<file path="config.mk">
export PLATFORM = sky130hd
export DESIGN_NAME = kbd_scan_flat
export DESIGN_NICKNAME = d
export VERILOG_FILES = /design/src/rtl/kbd_scan_if.sv /design/src/rtl/kbd_scan.sv /design/src/flat_wrapper.sv
export SDC_FILE = /design/constraint.sdc
export NUM_CORES = 1
export LEC_CHECK = 0
export ABC_AREA = 1
export BUFFER_PORTS_ARGS = -buffer_cell sky130_fd_sc_hd__clkbuf_2
export CAP_MARGIN = 20
export CORE_UTILIZATION = 63
export CTS_BUF_LIST = sky130_fd_sc_hd__clkbuf_4 sky130_fd_sc_hd__clkbuf_8 sky130_fd_sc_hd__clkbuf_16
export CTS_CLUSTER_DIAMETER = 40
export DETAILED_ROUTE_END_ITERATION = 8
export GPL_TIMING_DRIVEN = 0
export PLACE_DENSITY_LB_ADDON = 0.08
export SYNTH_ARGS = -nofsm -noshare
export SYNTH_HDL_FRONTEND = slang
export SYNTH_SLANG_ARGS = --single-unit
export TNS_END_PERCENT = 100
</file>
<file path="constraint.sdc">
create_clock -name clk -period 2.62 [get_ports clk]
set_clock_uncertainty 0.2 [all_clocks]
set_input_delay 0.262 -clock clk [delete_from_list [all_inputs] [get_ports clk]]
set_output_delay 0.262 -clock clk [all_outputs]
set_load 0.005 [all_outputs]
</file>
<file path="src/rtl/kbd_scan_if.sv">
// Keypad scanner bus: column sense in, row drive and accepted-key reporting out.
interface kbd_scan_if;
    logic [3:0] col;
    logic [3:0] row;
    logic [3:0] key_code;
    logic       key_valid;
    logic       key_down;

    modport master (
        input  col,
        output row, key_code, key_valid, key_down
    );

    modport slave (
        output col,
        input  row, key_code, key_valid, key_down
    );
endinterface

</file>
<file path="src/rtl/kbd_scan.sv">
// 4x4 active-low matrix keypad scanner: row strobe, 2-flop column sync, press/release debounce.
// Define KEY_REPEAT_EN to add auto-repeat pulses on key_valid while a key is held.
module kbd_scan #(
    parameter int unsigned SCAN_DIV = 4,
    parameter int unsigned DB_CNT   = 10,
    parameter int unsigned REP_DLY  = 500,
    parameter int unsigned REP_RATE = 100
) (
    input  logic       clk,
    input  logic       rst,
    kbd_scan_if.master kbd
);
    localparam int unsigned CMAX_A = (DB_CNT > REP_DLY) ? DB_CNT : REP_DLY;
    localparam int unsigned CMAX   = (CMAX_A > REP_RATE) ? CMAX_A : REP_RATE;
    localparam int unsigned CW     = $clog2(CMAX + 1);
    localparam int unsigned DW     = $clog2(SCAN_DIV);

    typedef enum logic [1:0] {SCAN, DEBOUNCE, PRESSED, RELEASE} state_t;

    state_t        state, state_nx;
    logic [3:0]    col_m, col_s;
    logic [1:0]    r, r_nx;
    logic [1:0]    c, c_nx;
    logic [DW-1:0] dwell, dwell_nx;
    logic [CW-1:0] cnt, cnt_nx;
    logic [3:0]    code_q, code_nx;
    logic          valid_q, valid_nx;
    logic          down_q, down_nx;
    logic [1:0]    low_idx;
    logic          col_hit;
`ifdef KEY_REPEAT_EN
    logic          rep, rep_nx;
`endif

    function automatic logic [CW-1:0] sat_inc(input logic [CW-1:0] v);
        return (v == CW'(CMAX)) ? v : v + 1'b1;
    endfunction

    always_ff @(posedge clk) begin
        if (rst) begin
            col_m <= 4'hF;
            col_s <= 4'hF;
        end else begin
            col_m <= kbd.col;
            col_s <= col_m;
        end
    end

    // Descending walk so the lowest-index low column wins.
    always_comb begin
        low_idx = 2'd0;
        for (int unsigned i = 4; i > 0; i--) begin
            if (!col_s[i-1]) low_idx = 2'(i - 1);
        end
    end

    assign col_hit = ~col_s[c];

    always_comb begin
        state_nx = state;
        r_nx     = r;
        c_nx     = c;
        dwell_nx = dwell;
        cnt_nx   = cnt;
        code_nx  = code_q;
        valid_nx = 1'b0;
        down_nx  = down_q;
`ifdef KEY_REPEAT_EN
        rep_nx   = rep;
`endif
        case (state)
            SCAN: begin
                if (dwell == DW'(SCAN_DIV - 1)) begin
                    dwell_nx = '0;
                    if (col_s == 4'hF) begin
                        r_nx = r + 2'd1;
                    end else begin
                        c_nx     = low_idx;
                        cnt_nx   = '0;
                        state_nx = DEBOUNCE;
                    end
                end else begin
                    dwell_nx = dwell + 1'b1;
                end
            end
            DEBOUNCE: begin
                if (col_hit) begin
                    if (cnt == CW'(DB_CNT - 1)) begin
                        state_nx = PRESSED;
                        code_nx  = {r, c};
                        valid_nx = 1'b1;
                        down_nx  = 1'b1;
                        cnt_nx   = '0;
`ifdef KEY_REPEAT_EN
                        rep_nx   = 1'b0;
`endif
                    end else begin
                        cnt_nx = sat_inc(cnt);
                    end
                end else begin
                    state_nx = SCAN;
                    r_nx     = r + 2'd1;
                end
            end
            PRESSED: begin
                if (!col_hit) begin
                    state_nx = RELEASE;
                    cnt_nx   = '0;
                end
`ifdef KEY_REPEAT_EN
                // cnt doubles as the hold timer; rep selects first-delay vs. repeat period.
                else if (cnt == (rep ? CW'(REP_RATE - 1) : CW'(REP_DLY - 1))) begin
                    valid_nx = 1'b1;
                    cnt_nx   = '0;
                    rep_nx   = 1'b1;
                end else begin
                    cnt_nx = sat_inc(cnt);
                end
`endif
            end
            RELEASE: begin
                if (!col_hit) begin
                    if (cnt == CW'(DB_CNT - 1)) begin
                        down_nx  = 1'b0;
                        state_nx = SCAN;
                        r_nx     = r + 2'd1;
                    end else begin
                        cnt_nx = sat_inc(cnt);
                    end
                end else begin
                    state_nx = PRESSED;
                    cnt_nx   = '0;
`ifdef KEY_REPEAT_EN
                    rep_nx   = 1'b0;
`endif
                end
            end
            default: state_nx = SCAN;
        endcase
    end

    always_ff @(posedge clk) begin
        if (rst) begin
            state   <= SCAN;
            r       <= '0;
            c       <= '0;
            dwell   <= '0;
            cnt     <= '0;
            code_q  <= '0;
            valid_q <= 1'b0;
            down_q  <= 1'b0;
`ifdef KEY_REPEAT_EN
            rep     <= 1'b0;
`endif
        end else begin
            state   <= state_nx;
            r       <= r_nx;
            c       <= c_nx;
            dwell   <= dwell_nx;
            cnt     <= cnt_nx;
            code_q  <= code_nx;
            valid_q <= valid_nx;
            down_q  <= down_nx;
`ifdef KEY_REPEAT_EN
            rep     <= rep_nx;
`endif
        end
    end

    assign kbd.row       = ~(4'b0001 << r);
    assign kbd.key_code  = code_q;
    assign kbd.key_valid = valid_q;
    assign kbd.key_down  = down_q;
endmodule
</file>
<file path="src/flat_wrapper.sv">
// flat-port wrapper written by rule: the top's interface ports become plain ports
module kbd_scan_flat 
#(
    parameter int unsigned SCAN_DIV = 4,
    parameter int unsigned DB_CNT   = 10,
    parameter int unsigned REP_DLY  = 500,
    parameter int unsigned REP_RATE = 100
)
  (clk, rst, kbd_col, kbd_row, kbd_key_code, kbd_key_valid, kbd_key_down);
  kbd_scan_if kbd_i ();
  input  logic clk;
  input  logic rst;
  input wire logic [$bits(kbd_i.col)-1:0] kbd_col;
  output wire logic [$bits(kbd_i.row)-1:0] kbd_row;
  output wire logic [$bits(kbd_i.key_code)-1:0] kbd_key_code;
  output wire logic [$bits(kbd_i.key_valid)-1:0] kbd_key_valid;
  output wire logic [$bits(kbd_i.key_down)-1:0] kbd_key_down;
  assign kbd_i.col = kbd_col;
  assign kbd_row = kbd_i.row;
  assign kbd_key_code = kbd_i.key_code;
  assign kbd_key_valid = kbd_i.key_valid;
  assign kbd_key_down = kbd_i.key_down;
  kbd_scan #(.SCAN_DIV(SCAN_DIV), .DB_CNT(DB_CNT), .REP_DLY(REP_DLY), .REP_RATE(REP_RATE)) u_core (.clk(clk), .rst(rst), .kbd(kbd_i));
endmodule
</file>
==> results.toml <==
[logic_synthesis]
yosysWarningCount = 0
synth_edf_count = 0
netlist_area_um2 = 1750
synthCells = 243
syn-num-nets = 257
seq_area_frac_synth_pct = 35.5
async_reset_ff_share_pct = 0
avgSynthCellArea_um2 = 7.20
synth_flop_cell = "dfxtp_1"
synth_seq_cells = 31
netlist-cell-type-count = 29

[clock_network]
cts_root_buf = "clkbuf_4"
insertion_delay_ps = 340
cts_made_buffers = 5
cts.sinks = 31
clockBufferDepth = 2
path_clk_slew_ps = 100
cts_tree = "built"
htreeDepth = 2
cts_resized = 0

[worst_setup_path]
cp_data_required_time_ps = 2700
critPathKind = "reg2reg"
crit_chain = "inv_1 > ha_1 > nand2_2 > inv_2 > nand2_2 > nor2_4 > inv_1 > nand2_1 > nand2_2 > o21ai_0 > nand2_1 > nand2_1 > nor2_1"
max_stage_delay_ps = 400
r2r_cells = 13
r2r_start = "u_core.cnt[1]"
cp-startpoint = "u_core.cnt[1]"
cp_slowest_cell = "dfxtp_1"
path_delay_family = "simple AND/OR/NAND/NOR gates"
crit_arrival_ps = 1960
cp-end-kind = "register"
r2r_slack_ps = 740
cp_num_buf_inv = 3
cp-start-kind = "register"
worstReg2RegEnd = "u_core.cnt[6]"
worstPathMaxFanout = 7

[finish]
final_core_util_pct = 77.6
area.growth.synth_to_final_pct = 12.9
n_antenna_cell = 0
nFillCells = 195
drive_above_1_share_pct = 23.3
fin_cells = 300
final_area_um2 = 1970
nets = 283

[placement]
dp.cells = 288
dp.final_hpwl_um = 2530
port_buffers = 15
gp_congestion = 0.814
place_area_um2 = 1860

[timing]
max_slew_margin_pct = 61.8
tightestPinTransition_ps = 573
hold_viol = 0
layout_min_cycle_time_ps = 1880
setup_violations = 0
rsz0062_at_grt = "false"
slew_viol_final = 0
max_freq_ghz = 0.532
setup-tns-final_ps = 0
finalCritPeriodShare_pct = 71.8
finalHoldWorstSlack_ps = 31.7

[drt]
wl_per_cell_um = 11.9
num_vias = 1600
viasPerCell = 5.33
drcViolationCount = 0
dr.pass1.iters = 4
antenna_left = 0
drt_wl_total_um = 3580
first_iter_violations = 59

[pwr]
leakage_nw = 0.910
p_per_area_nw_per_um2 = 481
ir_worst_vdd_mv = 0.521

[die]
coreArea_um2 = 2540
die-area_um2 = 2990
dieWidth_um = 54.7
die_h_um = 54.7
start_util_pct = 68.7
io_pins = 16
row_count = 18

[hold_path]
min_path_cells = 2
holdPathEnd = "u_core.col_s[2]"
hold_start = "rst"
hp-class = "in2reg"

[flow_run]
drv_cap = 0

[grt]
antenna_found_initial = 0
grt-ovfl-total = 0
grtUsageTotal_pct = 29.1
grt_max_degree = 11
grt_pass1_wl_um = 5960
grt_pass1_vias = 1335

[status]
status = "finished, final reports clean"
[metal layers]
metal	global-route usage [%]	routed length [um]	share of wire, %	vias to the layer above
li1	-	-	-	828
met1	38.0	1740	49	730
met2	44.0	1620	45	35
met3	9.44	172	4.8	7
met4	10.7	53	1.5	0
met5	0	0	0	-
[worst register-to-register path: stages, from the launching register on]
cell and delay, ps:
dfxtp_1 400, inv_1 80, ha_1 190, nand2_2 70, inv_2 30, nand2_2 70
nor2_4 60, inv_1 100, nand2_1 90, nand2_2 180, o21ai_0 140, nand2_1 90
nand2_1 50, nor2_1 100
[logic make-up after synthesis]
group                      count (synthesis)  share of synthesized area [%]
buffers and inverters                     41                           9.94
DFF                                       31                           35.5
AOI/OAI and AO/OA                         34                           11.7
and+or+nand+nor                          127                           36.1
adders and majority gates                  8                           5.72
xor gates and xnor gates                   2                           1.00
[where the power goes]
part	internal [W]	leakage, nW	switching, W
registers	0.000488	0.252	0.0000122
clock network	0.000157	0.0375	0.000174
logic	0.0000467	0.620	0.0000718
[how the worst max path moves through the flow]
stage	to	slack, ps	depth (start not counted)
after CTS	u_core.cnt[6]	760	13
after global routing	u_core.cnt[6]	550	13
after detailed placement	u_core.cnt[6]	820	13
after floorplan	u_core.cnt[6]	1020	13
final	u_core.cnt[6]	740	13
after global placement	u_core.cnt[6]	840	13
[state kept, by name (all words and copies together) (netlist names), named ones only]
signal,cells
u_core.kbd.key_down,1
u_core.kbd.key_code,4
u_core.r,2
u_core.col_m,4
u_core.state,1
u_core.c,2
u_core.col_s,4
u_core.cnt,9
u_core.dwell,2
u_core.kbd.key_valid,1
[layout make-up]
class	count	area, um2	area share, %
inverters	36	135	6.84
clock inverters	1	7.51	0.380
well taps	30	37.5	1.90
plain buffers	5	38.8	1.96
clock buffers	7	65.1	3.30
repair buffers	19	115	5.83
flip-flops and latches	31	621	31.4
multi-input cells	171	955	48.4
[synth_stat cells, types with 5 or more instances]
library cell / n / share of area, %
nand3_2: 7 / 4.0
nand3_1: 11 / 3.1
nand2_1: 57 / 12
nor2_1: 26 / 5.6
a21oi_1: 13 / 3.7
nand4_1: 6 / 2.1
nand2_2: 5 / 1.8
or2_2: 8 / 2.9
a21oi_2: 6 / 3.0
o21ai_0: 9 / 2.6
inv_1: 32 / 6.9
ha_1: 8 / 5.7
dfxtp_1: 31 / 35
[timing repair]
action | in CTS | in global routing
hold buffers | 4 | 0
setup buffers | 0 | 0
hold endpoints to repair | 4 | 0
[cells in the final DEF (no fill, tap or decap)]
master | Yosys | final
nand2_1 | 57 | 57
inv_1 | 32 | 32
dfxtp_1 | 31 | 31
nor2_1 | 26 | 26
clkbuf_2 | 0 | 15
a21oi_1 | 13 | 13
nand3_1 | 11 | 11
o21ai_0 | 9 | 9
or2_2 | 8 | 8
ha_1 | 8 | 8
nand3_2 | 7 | 7
nand4_1 | 6 | 6
a21oi_2 | 6 | 6
nand2_2 | 5 | 5
clkbuf_4 | 0 | 5
inv_2 | 4 | 4
dlygate4sd3_1 | 0 | 4
nor2_4 | 3 | 3
buf_6 | 2 | 2
a211oi_1 | 2 | 2
xor2_1 | 2 | 2
clkbuf_8 | 0 | 2
nand2_4 | 1 | 1
buf_4 | 1 | 1
nand3_4 | 1 | 1
nor2_2 | 1 | 1
buf_2 | 1 | 1
clkbuf_1 | 1 | 1
o21ai_1 | 1 | 1
o211ai_1 | 1 | 1
o22ai_1 | 1 | 1
nand3b_1 | 1 | 1
a221oi_1 | 1 | 1
clkinvlp_4 | 0 | 1
[stage by stage]
stage / worst slack [ps] / power (W)
floorplan: 1020 / 0.000593
global placement: 839 / 0.000619
detailed placement: 825 / 0.000623
CTS: 758 / 0.000954
global route: 547 / 0.000995
finish: 739 / 0.000949
Note: power is estimated with default switching activity, not from simulation.
